### src/rtl/cas_player_pkg.sv
// Shared types and constants for the CoCo cassette playback transmitter.
// The state encoding is shared by the FSM and anything that decodes it.
package cas_player_pkg;

    localparam int unsigned CAS_CLK_HZ    = 32'd57272000;
    localparam int unsigned HALF_ZERO_DEF = 32'd23863;   // 1200 Hz half-period at CAS_CLK_HZ
    localparam int unsigned HALF_ONE_DEF  = 32'd11932;   // 2400 Hz half-period at CAS_CLK_HZ

    typedef enum logic [2:0] {
        ST_IDLE  = 3'd0,
        ST_FETCH = 3'd1,
        ST_LOAD  = 3'd2,
        ST_HI    = 3'd3,
        ST_LO    = 3'd4,
        ST_DONE  = 3'd5
    } cas_state_e;

endpackage

### src/rtl/cas_fsk_gen.sv
// One-bit FSK cell: a square cycle (high half, then low half) whose half-period
// depends on the bit value. Counting freezes whenever i_run is low.
module cas_fsk_gen
    import cas_player_pkg::*;
#(
    parameter int unsigned HALF_ZERO = HALF_ZERO_DEF,
    parameter int unsigned HALF_ONE  = HALF_ONE_DEF
) (
    input  logic clk,
    input  logic reset,
    input  logic i_clear,
    input  logic i_load,
    input  logic i_bit,
    input  logic i_run,
    output logic o_casdout,
    output logic o_half_end,
    output logic o_bit_end
);

    localparam logic [15:0] RELOAD_ZERO = 16'(HALF_ZERO - 32'd1);
    localparam logic [15:0] RELOAD_ONE  = 16'(HALF_ONE - 32'd1);

    logic [15:0] r_cnt;
    logic        r_bit;
    logic        r_phase_lo;
    logic        r_active;
    logic        r_casdout;
    logic        w_step;
    logic        w_cnt_zero;

    assign w_step     = i_run & r_active;
    assign w_cnt_zero = (r_cnt == 16'd0);
    assign o_half_end = w_step & w_cnt_zero & ~r_phase_lo;
    assign o_bit_end  = w_step & w_cnt_zero & r_phase_lo;
    assign o_casdout  = r_casdout;

    // Half counter and phase; a load on the bit-end cycle chains bits without a gap.
    always_ff @(posedge clk) begin
        if (reset || i_clear) begin
            r_cnt      <= 16'd0;
            r_bit      <= 1'b0;
            r_phase_lo <= 1'b0;
            r_active   <= 1'b0;
            r_casdout  <= 1'b0;
        end else if (i_load) begin
            r_cnt      <= i_bit ? RELOAD_ONE : RELOAD_ZERO;
            r_bit      <= i_bit;
            r_phase_lo <= 1'b0;
            r_active   <= 1'b1;
            r_casdout  <= 1'b1;
        end else if (o_half_end) begin
            r_cnt      <= r_bit ? RELOAD_ONE : RELOAD_ZERO;
            r_phase_lo <= 1'b1;
            r_casdout  <= 1'b0;
        end else if (o_bit_end) begin
            r_active   <= 1'b0;
            r_phase_lo <= 1'b0;
            r_casdout  <= 1'b0;
        end else if (w_step) begin
            r_cnt      <= r_cnt - 16'd1;
        end
    end

endmodule

### src/rtl/cas_player.sv
// Cassette playback transmitter: streams a .cas byte buffer LSB first as CoCo FSK,
// gated by the motor relay and the user play enable, with a one-byte prefetch shadow.
module cas_player
    import cas_player_pkg::*;
#(
    parameter int unsigned HALF_ZERO = HALF_ZERO_DEF,
    parameter int unsigned HALF_ONE  = HALF_ONE_DEF,
    parameter int unsigned AW        = 16
) (
    input  logic          clk,
    input  logic          reset,
    input  logic          motor,
    input  logic          play,
    input  logic          rewind,
    input  logic [AW-1:0] length,
    output logic          buf_rd,
    output logic [AW-1:0] buf_addr,
    input  logic [7:0]    buf_data,
    output logic          casdout,
    output logic          busy,
    output logic          done,
    output logic [AW-1:0] pos
);

    cas_state_e    r_state;
    cas_state_e    w_state_nx;
    logic [AW-1:0] r_len;
    logic [AW-1:0] r_pos;
    logic [7:0]    r_shift;
    logic [2:0]    r_bit_idx;
    logic [7:0]    r_shadow;
    logic          r_shadow_vld;
    logic          r_pf_cap;
    logic          r_buf_rd;
    logic [AW-1:0] r_buf_addr;
    logic          r_busy;
    logic          r_done;

    logic          w_run;
    logic          w_load;
    logic          w_load_bit;
    logic          w_fetch;
    logic          w_pf_req;
    logic [AW-1:0] w_pf_addr;
    logic          w_half_end;
    logic          w_bit_end;
    logic [AW:0]   w_pos_p1;
    logic [AW:0]   w_pos_p2;
    logic [AW:0]   w_len_x;

    assign w_run    = motor & play;
    assign w_pos_p1 = {1'b0, r_pos} + {{AW{1'b0}}, 1'b1};
    assign w_pos_p2 = {1'b0, r_pos} + {{(AW-1){1'b0}}, 2'b10};
    assign w_len_x  = {1'b0, r_len};

    // Next-state decode, bit hand-off to the FSK cell and read-strobe requests.
    always_comb begin
        w_state_nx = r_state;
        w_load     = 1'b0;
        w_load_bit = 1'b0;
        w_fetch    = 1'b0;
        w_pf_req   = 1'b0;
        w_pf_addr  = r_pos;
        case (r_state)
            ST_IDLE: begin
                if (r_pos >= length) begin
                    w_state_nx = ST_DONE;
                end else if (w_run) begin
                    w_state_nx = ST_FETCH;
                    w_fetch    = 1'b1;
                end else begin
                    w_state_nx = ST_IDLE;
                end
            end
            ST_FETCH: w_state_nx = ST_LOAD;
            ST_LOAD: begin
                w_state_nx = ST_HI;
                w_load     = 1'b1;
                w_load_bit = buf_data[0];
                if (w_pos_p1 < w_len_x) begin
                    w_pf_req  = 1'b1;
                    w_pf_addr = w_pos_p1[AW-1:0];
                end else begin
                    w_pf_req  = 1'b0;
                end
            end
            ST_HI: begin
                if (w_half_end) begin
                    w_state_nx = ST_LO;
                end else begin
                    w_state_nx = ST_HI;
                end
            end
            ST_LO: begin
                if (!w_bit_end) begin
                    w_state_nx = ST_LO;
                end else if (r_bit_idx != 3'd7) begin
                    w_state_nx = ST_HI;
                    w_load     = 1'b1;
                    w_load_bit = r_shift[1];
                end else if (r_shadow_vld) begin
                    // Byte boundary: the shadow byte starts on the very next cycle.
                    w_state_nx = ST_HI;
                    w_load     = 1'b1;
                    w_load_bit = r_shadow[0];
                    if (w_pos_p2 < w_len_x) begin
                        w_pf_req  = 1'b1;
                        w_pf_addr = w_pos_p2[AW-1:0];
                    end else begin
                        w_pf_req  = 1'b0;
                    end
                end else begin
                    w_state_nx = ST_DONE;
                end
            end
            ST_DONE: w_state_nx = ST_DONE;
            default: w_state_nx = ST_IDLE;
        endcase
        if (rewind) begin
            w_state_nx = ST_IDLE;
            w_load     = 1'b0;
            w_fetch    = 1'b0;
            w_pf_req   = 1'b0;
        end else begin
            w_state_nx = w_state_nx;
        end
    end

    // State register and registered status / buffer-strobe outputs.
    always_ff @(posedge clk) begin
        if (reset) begin
            r_state    <= ST_IDLE;
            r_busy     <= 1'b0;
            r_done     <= 1'b0;
            r_buf_rd   <= 1'b0;
            r_buf_addr <= {AW{1'b0}};
            r_len      <= {AW{1'b0}};
        end else begin
            r_state <= w_state_nx;
            r_busy  <= (w_state_nx == ST_FETCH) || (w_state_nx == ST_LOAD) ||
                       (w_state_nx == ST_HI)    || (w_state_nx == ST_LO);
            r_done  <= (w_state_nx == ST_DONE);
            if (r_state == ST_IDLE) begin
                r_len <= length;
            end
            if (w_fetch) begin
                r_buf_rd   <= 1'b1;
                r_buf_addr <= r_pos;
            end else if (w_pf_req) begin
                r_buf_rd   <= 1'b1;
                r_buf_addr <= w_pf_addr;
            end else begin
                r_buf_rd   <= 1'b0;
            end
        end
    end

    // Byte pointer, shift register and prefetch shadow.
    always_ff @(posedge clk) begin
        if (reset || rewind) begin
            r_pos        <= {AW{1'b0}};
            r_shift      <= 8'd0;
            r_bit_idx    <= 3'd0;
            r_shadow     <= 8'd0;
            r_shadow_vld <= 1'b0;
            r_pf_cap     <= 1'b0;
        end else begin
            // A strobe outside FETCH is a prefetch; its data arrives one cycle later.
            r_pf_cap <= r_buf_rd & (r_state != ST_FETCH);
            if (r_pf_cap) begin
                r_shadow     <= buf_data;
                r_shadow_vld <= 1'b1;
            end
            if (r_state == ST_LOAD) begin
                r_shift   <= buf_data;
                r_bit_idx <= 3'd0;
            end else if ((r_state == ST_LO) && w_bit_end) begin
                if (r_bit_idx != 3'd7) begin
                    r_shift   <= {1'b0, r_shift[7:1]};
                    r_bit_idx <= r_bit_idx + 3'd1;
                end else begin
                    r_pos        <= w_pos_p1[AW-1:0];
                    r_shift      <= r_shadow;
                    r_bit_idx    <= 3'd0;
                    r_shadow_vld <= 1'b0;
                end
            end
        end
    end

    cas_fsk_gen #(
        .HALF_ZERO (HALF_ZERO),
        .HALF_ONE  (HALF_ONE)
    ) u_fsk (
        .clk        (clk),
        .reset      (reset),
        .i_clear    (rewind),
        .i_load     (w_load),
        .i_bit      (w_load_bit),
        .i_run      (w_run),
        .o_casdout  (casdout),
        .o_half_end (w_half_end),
        .o_bit_end  (w_bit_end)
    );

    assign buf_rd   = r_buf_rd;
    assign buf_addr = r_buf_addr;
    assign busy     = r_busy;
    assign done     = r_done;
    assign pos      = r_pos;

endmodule

### config.mk
export PLATFORM = sky130hd
export DESIGN_NAME = cas_player
export DESIGN_NICKNAME = d
export VERILOG_FILES = /design/src/rtl/cas_player_pkg.sv /design/src/rtl/cas_fsk_gen.sv /design/src/rtl/cas_player.sv
export SDC_FILE = /design/constraint.sdc
export NUM_CORES = 1
export LEC_CHECK = 0
export ABC_AREA = 1
export CORE_MARGIN = 3
export CORE_UTILIZATION = 35
export DETAILED_ROUTE_END_ITERATION = 10
export GPL_TIMING_DRIVEN = 1
export PLACE_DENSITY = 0.59
export SLEW_MARGIN = 10
export SYNTH_ARGS = -nofsm -noshare
export SYNTH_HDL_FRONTEND = slang
export SYNTH_SLANG_ARGS = --single-unit
### constraint.sdc
create_clock -name clk -period 7.63 [get_ports clk]
set_input_delay 2.289 -clock clk [delete_from_list [all_inputs] [get_ports clk]]
set_output_delay 2.289 -clock clk [all_outputs]
set_load 0.05 [all_outputs]
==> results of run 1 <==
[critical path: stages]
cell and delay [ns]:
sky130_fd_sc_hd__clkdlybuf4s50_1 0.47, sky130_fd_sc_hd__nand3_1 0.09, sky130_fd_sc_hd__nor3_1 0.35, sky130_fd_sc_hd__nand4_1 0.20
sky130_fd_sc_hd__nor2_2 0.72, sky130_fd_sc_hd__nand3_1 0.25, sky130_fd_sc_hd__nand2_4 0.17, sky130_fd_sc_hd__nand2_4 0.13
sky130_fd_sc_hd__nand2_1 0.11, sky130_fd_sc_hd__nand2_1 0.06, sky130_fd_sc_hd__nand2_1 0.06, sky130_fd_sc_hd__nor2_1 0.05
[state kept, by name (all words and copies together) (netlist names)]
register / cells
buf_addr: 16
pos: 16
r_len: 16
u_fsk.r_cnt: 16
r_shadow: 8
r_shift: 7
r_bit_idx: 3
r_state: 3
buf_rd: 1
busy: 1
done: 1
r_pf_cap: 1
r_shadow_vld: 1
u_fsk.o_casdout: 1
u_fsk.r_active: 1
u_fsk.r_bit: 1
u_fsk.r_phase_lo: 1
[kinds of logic after synthesis]
group	Yosys count	share of synthesized area
AND/OR/NAND/NOR	532	0.3541
buffers and inverters	190	0.1124
AO/OA/AOI/OAI	168	0.1311
flip-flops	94	0.2730
adder cells (fa/ha/maj)	51	0.09258
XOR/XNOR	29	0.03685
[how the worst max path moves through the flow]
stage / from / end / slack, ns / cells after the start
5_1_grt: length[15] / buf_addr[0] / 2.65 / 13
4_1_cts: play / buf_addr[0] / 2.92 / 12
3_5_place_dp: play / buf_addr[0] / 2.54 / 12
6_report: play / buf_addr[0] / 2.92 / 12
3_3_place_gp: motor / buf_addr[0] / 2.62 / 12
2_1_floorplan: length[11] / buf_addr[10] / 3.63 / 12
[cell usage in the layout, fill, tap and decap left out, drive strengths merged]
cell / n
or2: 6
nand2: 239
nand4: 19
o2111a: 1
clkbuf: 9
clkdlybuf4s50: 64
o211ai: 6
dfxtp: 94
a211oi: 1
o211a: 1
nor3: 15
and2: 2
o21bai: 2
inv: 151
nand3b: 2
a21o: 1
clkinv: 7
o21a: 1
xor2: 24
a31oi: 10
ha: 51
buf: 5
xnor2: 5
nor2: 123
nand3: 126
o21ai: 60
a21oi: 85
[power breakdown]
part / total [uW] / internal, uW / switching (uW) / leakage [uW]
logic: 135 / 50.5 / 84.1 / 0.00287
clock network: 444 / 226 / 218 / 0.000142
registers: 510 / 503 / 6.92 / 0.000764
total: 1090 / 779 / 309 / 0.00377
[area by class of cell]
type / count / area (sq um)
fillers: 2124 / 11040
repair buffers: 69 / 678.2
flip-flops and latches: 94 / 1882
inverters: 151 / 566.8
clock buffers: 9 / 225.2
clock inverters: 7 / 56.30
well taps: 260 / 325.3
multi-input cells: 780 / 4242
[metal layers]
| layer | track usage | wire [microns] | vias up |
|---|---|---|---|
| li1 | - | - | 3543 |
| met1 | 0.2762 | 10360 | 3088 |
| met2 | 0.2783 | 8413 | 165 |
| met3 | 0.03569 | 939 | 23 |
| met4 | 0.04657 | 281 | 0 |
| met5 | 0 | 0 | - |
[per-stage QoR]
stage	power [uW]	setup WS (ns)	instance area [sq um]	cells	hold slack (ns)
2_1_floorplan	610.3	3.625	6893	1064	0.4239
3_3_place_gp	655.3	2.622	7694	1354	0.4463
3_5_place_dp	656.7	2.543	7694	1354	0.4513
4_1_cts	1100	2.922	7975	1370	0.4616
5_1_grt	1135	2.648	7975	1370	0.4760
6_report	1088	2.919	7975	1370	0.4571
==> results.json, run 1 <==
{
  "status": "finished clean",
  "cp.arrival_ns": 4.96,
  "critical_path.startpoint_type": "input pin",
  "timing.critical_path.required_ns": 7.88,
  "critical_path.max_fanout": 20,
  "finalSetupViolations": 0,
  "final.setup.tns_ns": 0,
  "maxSlewViolCount": 0,
  "yosys.cell_count.top_type": "sky130_fd_sc_hd__nand2_1",
  "min_period_over_period": 0.6175,
  "postSynth.topFlopCell": "sky130_fd_sc_hd__dfxtp_1",
  "initial_utilization": 0.3624,
  "timing_worst_slew_pin_value_ns": 1.124,
  "final_nets": 1185,
  "number_of_inserted_diodes": 0,
  "placement.io_buffers": 64,
  "routed_wl_microns": 20000,
  "min_path_type": "flop to flop",
  "post-cts-setup-buffer-count": 0,
  "grt_start_max_net_pins": 34,
  "vias_per_cell": 4.977,
  "post_synth_instance_area_sq_um": 6893,
  "antenna_found_initial": 0,
  "worst_hold_startpoint": "r_shadow[2]",
  "clockBufferDepth": 2,
  "die_width_microns": 146.3,
  "grt_util_all_layers": 0.1866,
  "initialDrtViolationCount": 541,
  "ctsRootBufferMaster": "sky130_fd_sc_hd__clkbuf_16",
  "fmax_mhz": 212.3,
  "core.rowCount": 50,
  "timing.clock.skew_ns": 0.01245,
  "synth_to_final_area_change_pct": 15.70,
  "yosysWarnings": 0,
  "synth_cells": 1064,
  "io_pins": 65,
  "avg_synthesized_cell_area_sq_um": 6.478,
  "cts.reportedPaths.clkPinSlew_ns": 0.07,
  "h-tree-depth": 3,
  "hold_path_stages": 2,
  "power.density_nw_per_um2": 136.5,
  "synth_sequential_area_ratio": 0.2730,
  "cts_made_buffers": 9,
  "synthDominantCellAreaShare": 0.2730,
  "post_route_cells_drive_above_1_share": 0.07297,
  "routed_wire_length_per_instance_microns": 14.60,
  "cts_hold_buffers": 0,
  "leakagePower_uw": 0.003773,
  "synth-edff-count": 0,
  "r2r_end": "buf_addr[0]",
  "gp_congestion": 0.8896,
  "die-area_sq_um": 21410,
  "worst_r2r_startpoint": "pos[1]",
  "die_y_microns": 146.3,
  "drc": 0,
  "synth_cell_types": 42,
  "finish.utilization": 0.4193,
  "synth_nets": 1144,
  "unrepaired_setup_endpoints_after_global_routing": "false",
  "r2r.worst_path.cells": 21,
  "number_of_global_route_vias_before_repair": 6358,
  "clock_sink_count": 94,
  "finalHoldViolations": 0,
  "async_flop_share": 0,
  "synth.top_cells.by_area": "sky130_fd_sc_hd__dfxtp_1, sky130_fd_sc_hd__nand2_1, sky130_fd_sc_hd__ha_1",
  "yosys.area.top_type": "sky130_fd_sc_hd__dfxtp_1",
  "max-slew-margin-rel": 0.2480,
  "wire_length_of_the_first_global_routing_pass_microns": 32930,
  "coreArea_sq_um": 19020,
  "place_hpwl_microns": 15260,
  "ant_nets": 0,
  "hold-path-endpoint": "r_shadow[2]",
  "firstDrtPassIters": 5,
  "synth.ff_latch_count": 94,
  "post-route-min-period_ns": 4.711,
  "clock_insertion_delay_worst_skew_ns": 0.36,
  "cts_resized": 0,
  "globalRoute.totalOverflow": 0,
  "timing_worst_setup_path_type": "input pin to flop",
  "endpoint_kind": "flop",
  "routed-via-count": 6819,
  "setup_slack_reg_to_reg_ns": 3.38,
  "tritoncts_clock_tree": "done",
  "drv.max_cap_violation_count": 0,
  "synthTopCellsByCount": "sky130_fd_sc_hd__nand2_1, sky130_fd_sc_hd__inv_1, sky130_fd_sc_hd__nand3_1",
  "max-vdd-ir-drop_v": 0.00009601
}
Power figures use the tool's default switching activity.
==> run 2: changes to the inputs <==
Clock period 7.63 ns to 4.6 ns, I/O delays scaled along.
==> run 2 against run 1 <==
Net effect:
- sequential power grew 66%
- clock-buffer cell count is the same
- critical path depth grew 3
- clock skew shrank 0.00071 ns
- first-iteration DRC count shrank 11%
- routed wire length grew 0.62%
- final cell count grew 0.58%
- die area is the same
- non-clock buffer count grew 9
- clock power grew 63%
- sequential share of layout area shrank 0.17 points
- register-to-register slack lost 2.4 ns
==> results.json, run 2 (same netlist as run 1, synthesis figures left out) <==
{
  "post-route-min-period_ns": 3.684,
  "vias_per_cell": 4.911,
  "ctsRootBufferMaster": "sky130_fd_sc_hd__clkbuf_16",
  "post_route_cells_drive_above_1_share": 0.07961,
  "fin_area_sq_um": 8033,
  "finalSetupViolations": 0,
  "cp.arrival_ns": 3.94,
  "clockBufferDepth": 2,
  "timing_worst_slew_pin_value_ns": 1.218,
  "drv.max_cap_violation_count": 0,
  "timing.clock.skew_ns": 0.01174,
  "max-vdd-ir-drop_v": 0.0001580,
  "final.fill_count": 2104,
  "initialDrtViolationCount": 480,
  "gp_congestion": 0.9103,
  "number_of_global_route_vias_before_repair": 6260,
  "dpl_cell_area_sq_um": 7761,
  "max-slew-margin-rel": 0.1847,
  "critical_path_s_largest_stage_delay_ns": 0.45,
  "cts_resized": 0,
  "critical_path.max_fanout": 16,
  "critical_path_slowest_stage_cell": "sky130_fd_sc_hd__clkdlybuf4s50_1",
  "critical_path.startpoint_type": "input pin",
  "routed_wl_microns": 20120,
  "number_of_inserted_diodes": 0,
  "grt_start_max_net_pins": 35,
  "ant_nets": 0,
  "finalHoldViolations": 0,
  "final.setup.tns_ns": 0,
  "worst_path_dominant_cell_family": "simple AND/OR/NAND/NOR gates",
  "timing_worst_setup_path_type": "input pin to flop",
  "globalRouteMet3Util": 0.02390,
  "clock_sink_count": 94,
  "tritoncts_clock_tree": "done",
  "maxSlewViolCount": 0,
  "status": "finished clean",
  "most_common_cell_after_layout_fill_and_taps_aside": "sky130_fd_sc_hd__nand2_1",
  "fmax_mhz": 271.5,
  "top_usage_layer": "met2",
  "die_y_microns": 146.3,
  "drc": 0,
  "mostFrequentLayoutCells": "sky130_fd_sc_hd__nand2_1, sky130_fd_sc_hd__inv_1, sky130_fd_sc_hd__nand3_1",
  "place_hpwl_microns": 15290,
  "coreArea_sq_um": 19020,
  "routed-via-count": 6768,
  "clock_insertion_delay_worst_skew_ns": 0.36,
  "die-area_sq_um": 21410,
  "h-tree-depth": 3,
  "placement.io_buffers": 64,
  "cts_made_buffers": 9,
  "antenna_found_initial": 0,
  "synth_to_final_area_change_pct": 16.54,
  "unrepaired_setup_endpoints_after_global_routing": "false",
  "die_width_microns": 146.3,
  "critical_path_depth_in_cells": 15,
  "globalRoute.totalOverflow": 0,
  "io_pins": 65,
  "hold_path_stages": 2,
  "timing.critical_path.required_ns": 4.85,
  "min_path_type": "flop to flop",
  "leakagePower_uw": 0.003805,
  "globalRouteMet1Util": 0.2791,
  "firstDrtPassIters": 5,
  "post-cts-setup-buffer-count": 0,
  "initial_utilization": 0.3624,
  "final_nets": 1194,
  "wire_length_of_the_first_global_routing_pass_microns": 32740,
  "cts.reportedPaths.clkPinSlew_ns": 0.07,
  "cts_hold_buffers": 0,
  "grt_util_all_layers": 0.1871,
  "power.density_nw_per_um2": 223.3,
  "core.rowCount": 50,
  "crit_top_cell": "sky130_fd_sc_hd__nand2_1",
  "worst-path-buf-inv": 3,
  "min_period_over_period": 0.8008,
  "cp_cell_sequence": "clkdlybuf4s50_1 -> inv_1 -> ha_1 -> nand2_1 -> inv_1 -> nor2_1 -> o21ai_0 -> a21oi_1 -> nand3_1 -> nor3_2 -> nand2_1 -> nand2_1 -> nand2_1 -> nand2_1 -> nor2_1",
  "routed_wire_length_per_instance_microns": 14.60,
  "global_route.usage.met2": 0.2799,
  "r2r.worst_path.cells": 21,
  "endpoint_kind": "flop"
}
-- run 2: layer usage --
metal  up-vias  routed length [microns]
met4         0                      385
met5         -                        0
met1      3006                    10300
met2       174                     8564
met3        30                      872
li1       3558                        -
-- run 2: power breakdown --
part	total [uW]	internal, uW	switching, uW
Combinational	225	84.6	141
Sequential	845	834	11.5
Clock	723	369	354
Total	1790	1290	506
-- run 2: through the flow --
step           power (uW)  setup WS [ns]  hold WS (ns)  instances    util
2_1_floorplan        1012          1.088        0.4239       1064       -
3_3_place_gp         1089         0.6076        0.4444       1363  0.4081
3_5_place_dp         1090         0.5838        0.4480       1363  0.4081
4_1_cts              1816         0.9416        0.4587       1378  0.4224
5_1_grt              1872         0.5662        0.4835       1378  0.4224
6_report             1793         0.9165        0.4603       1378  0.4224
-- run 2: layout make-up --
cell class,instances,area [sq um],area share
clock buffers,9,225.2,0.02804
multi-input cells,780,4242,0.5280
repair buffers,78,745.7,0.09283
inverters,151,566.8,0.07056
well taps,260,325.3,0.04050
flip-flops and latches,94,1882,0.2343
clock inverters,6,46.29,0.005763
-- run 2: path summary, 6_finish.rpt --
check	startpoint	to	slack (ns)
setup / recovery	length[13]	buf_addr[0]	0.92
hold reg to reg	r_shadow[2]	r_shadow[2]	0.46
hold / removal	r_shadow[2]	r_shadow[2]	0.46
setup reg to reg	pos[2]	buf_addr[15]	0.93
-- run 2: worst reg2reg max path: cells and delay by family (launching register included) --
| kind | cells | cell delay (ns) |
|---|---|---|
| fa+ha+maj | 2 | 0.50 |
| flops | 1 | 0.31 |
| buf+inv | 3 | 0.43 |
| simple gates | 15 | 2.15 |
| xor+xnor | 1 | 0.20 |
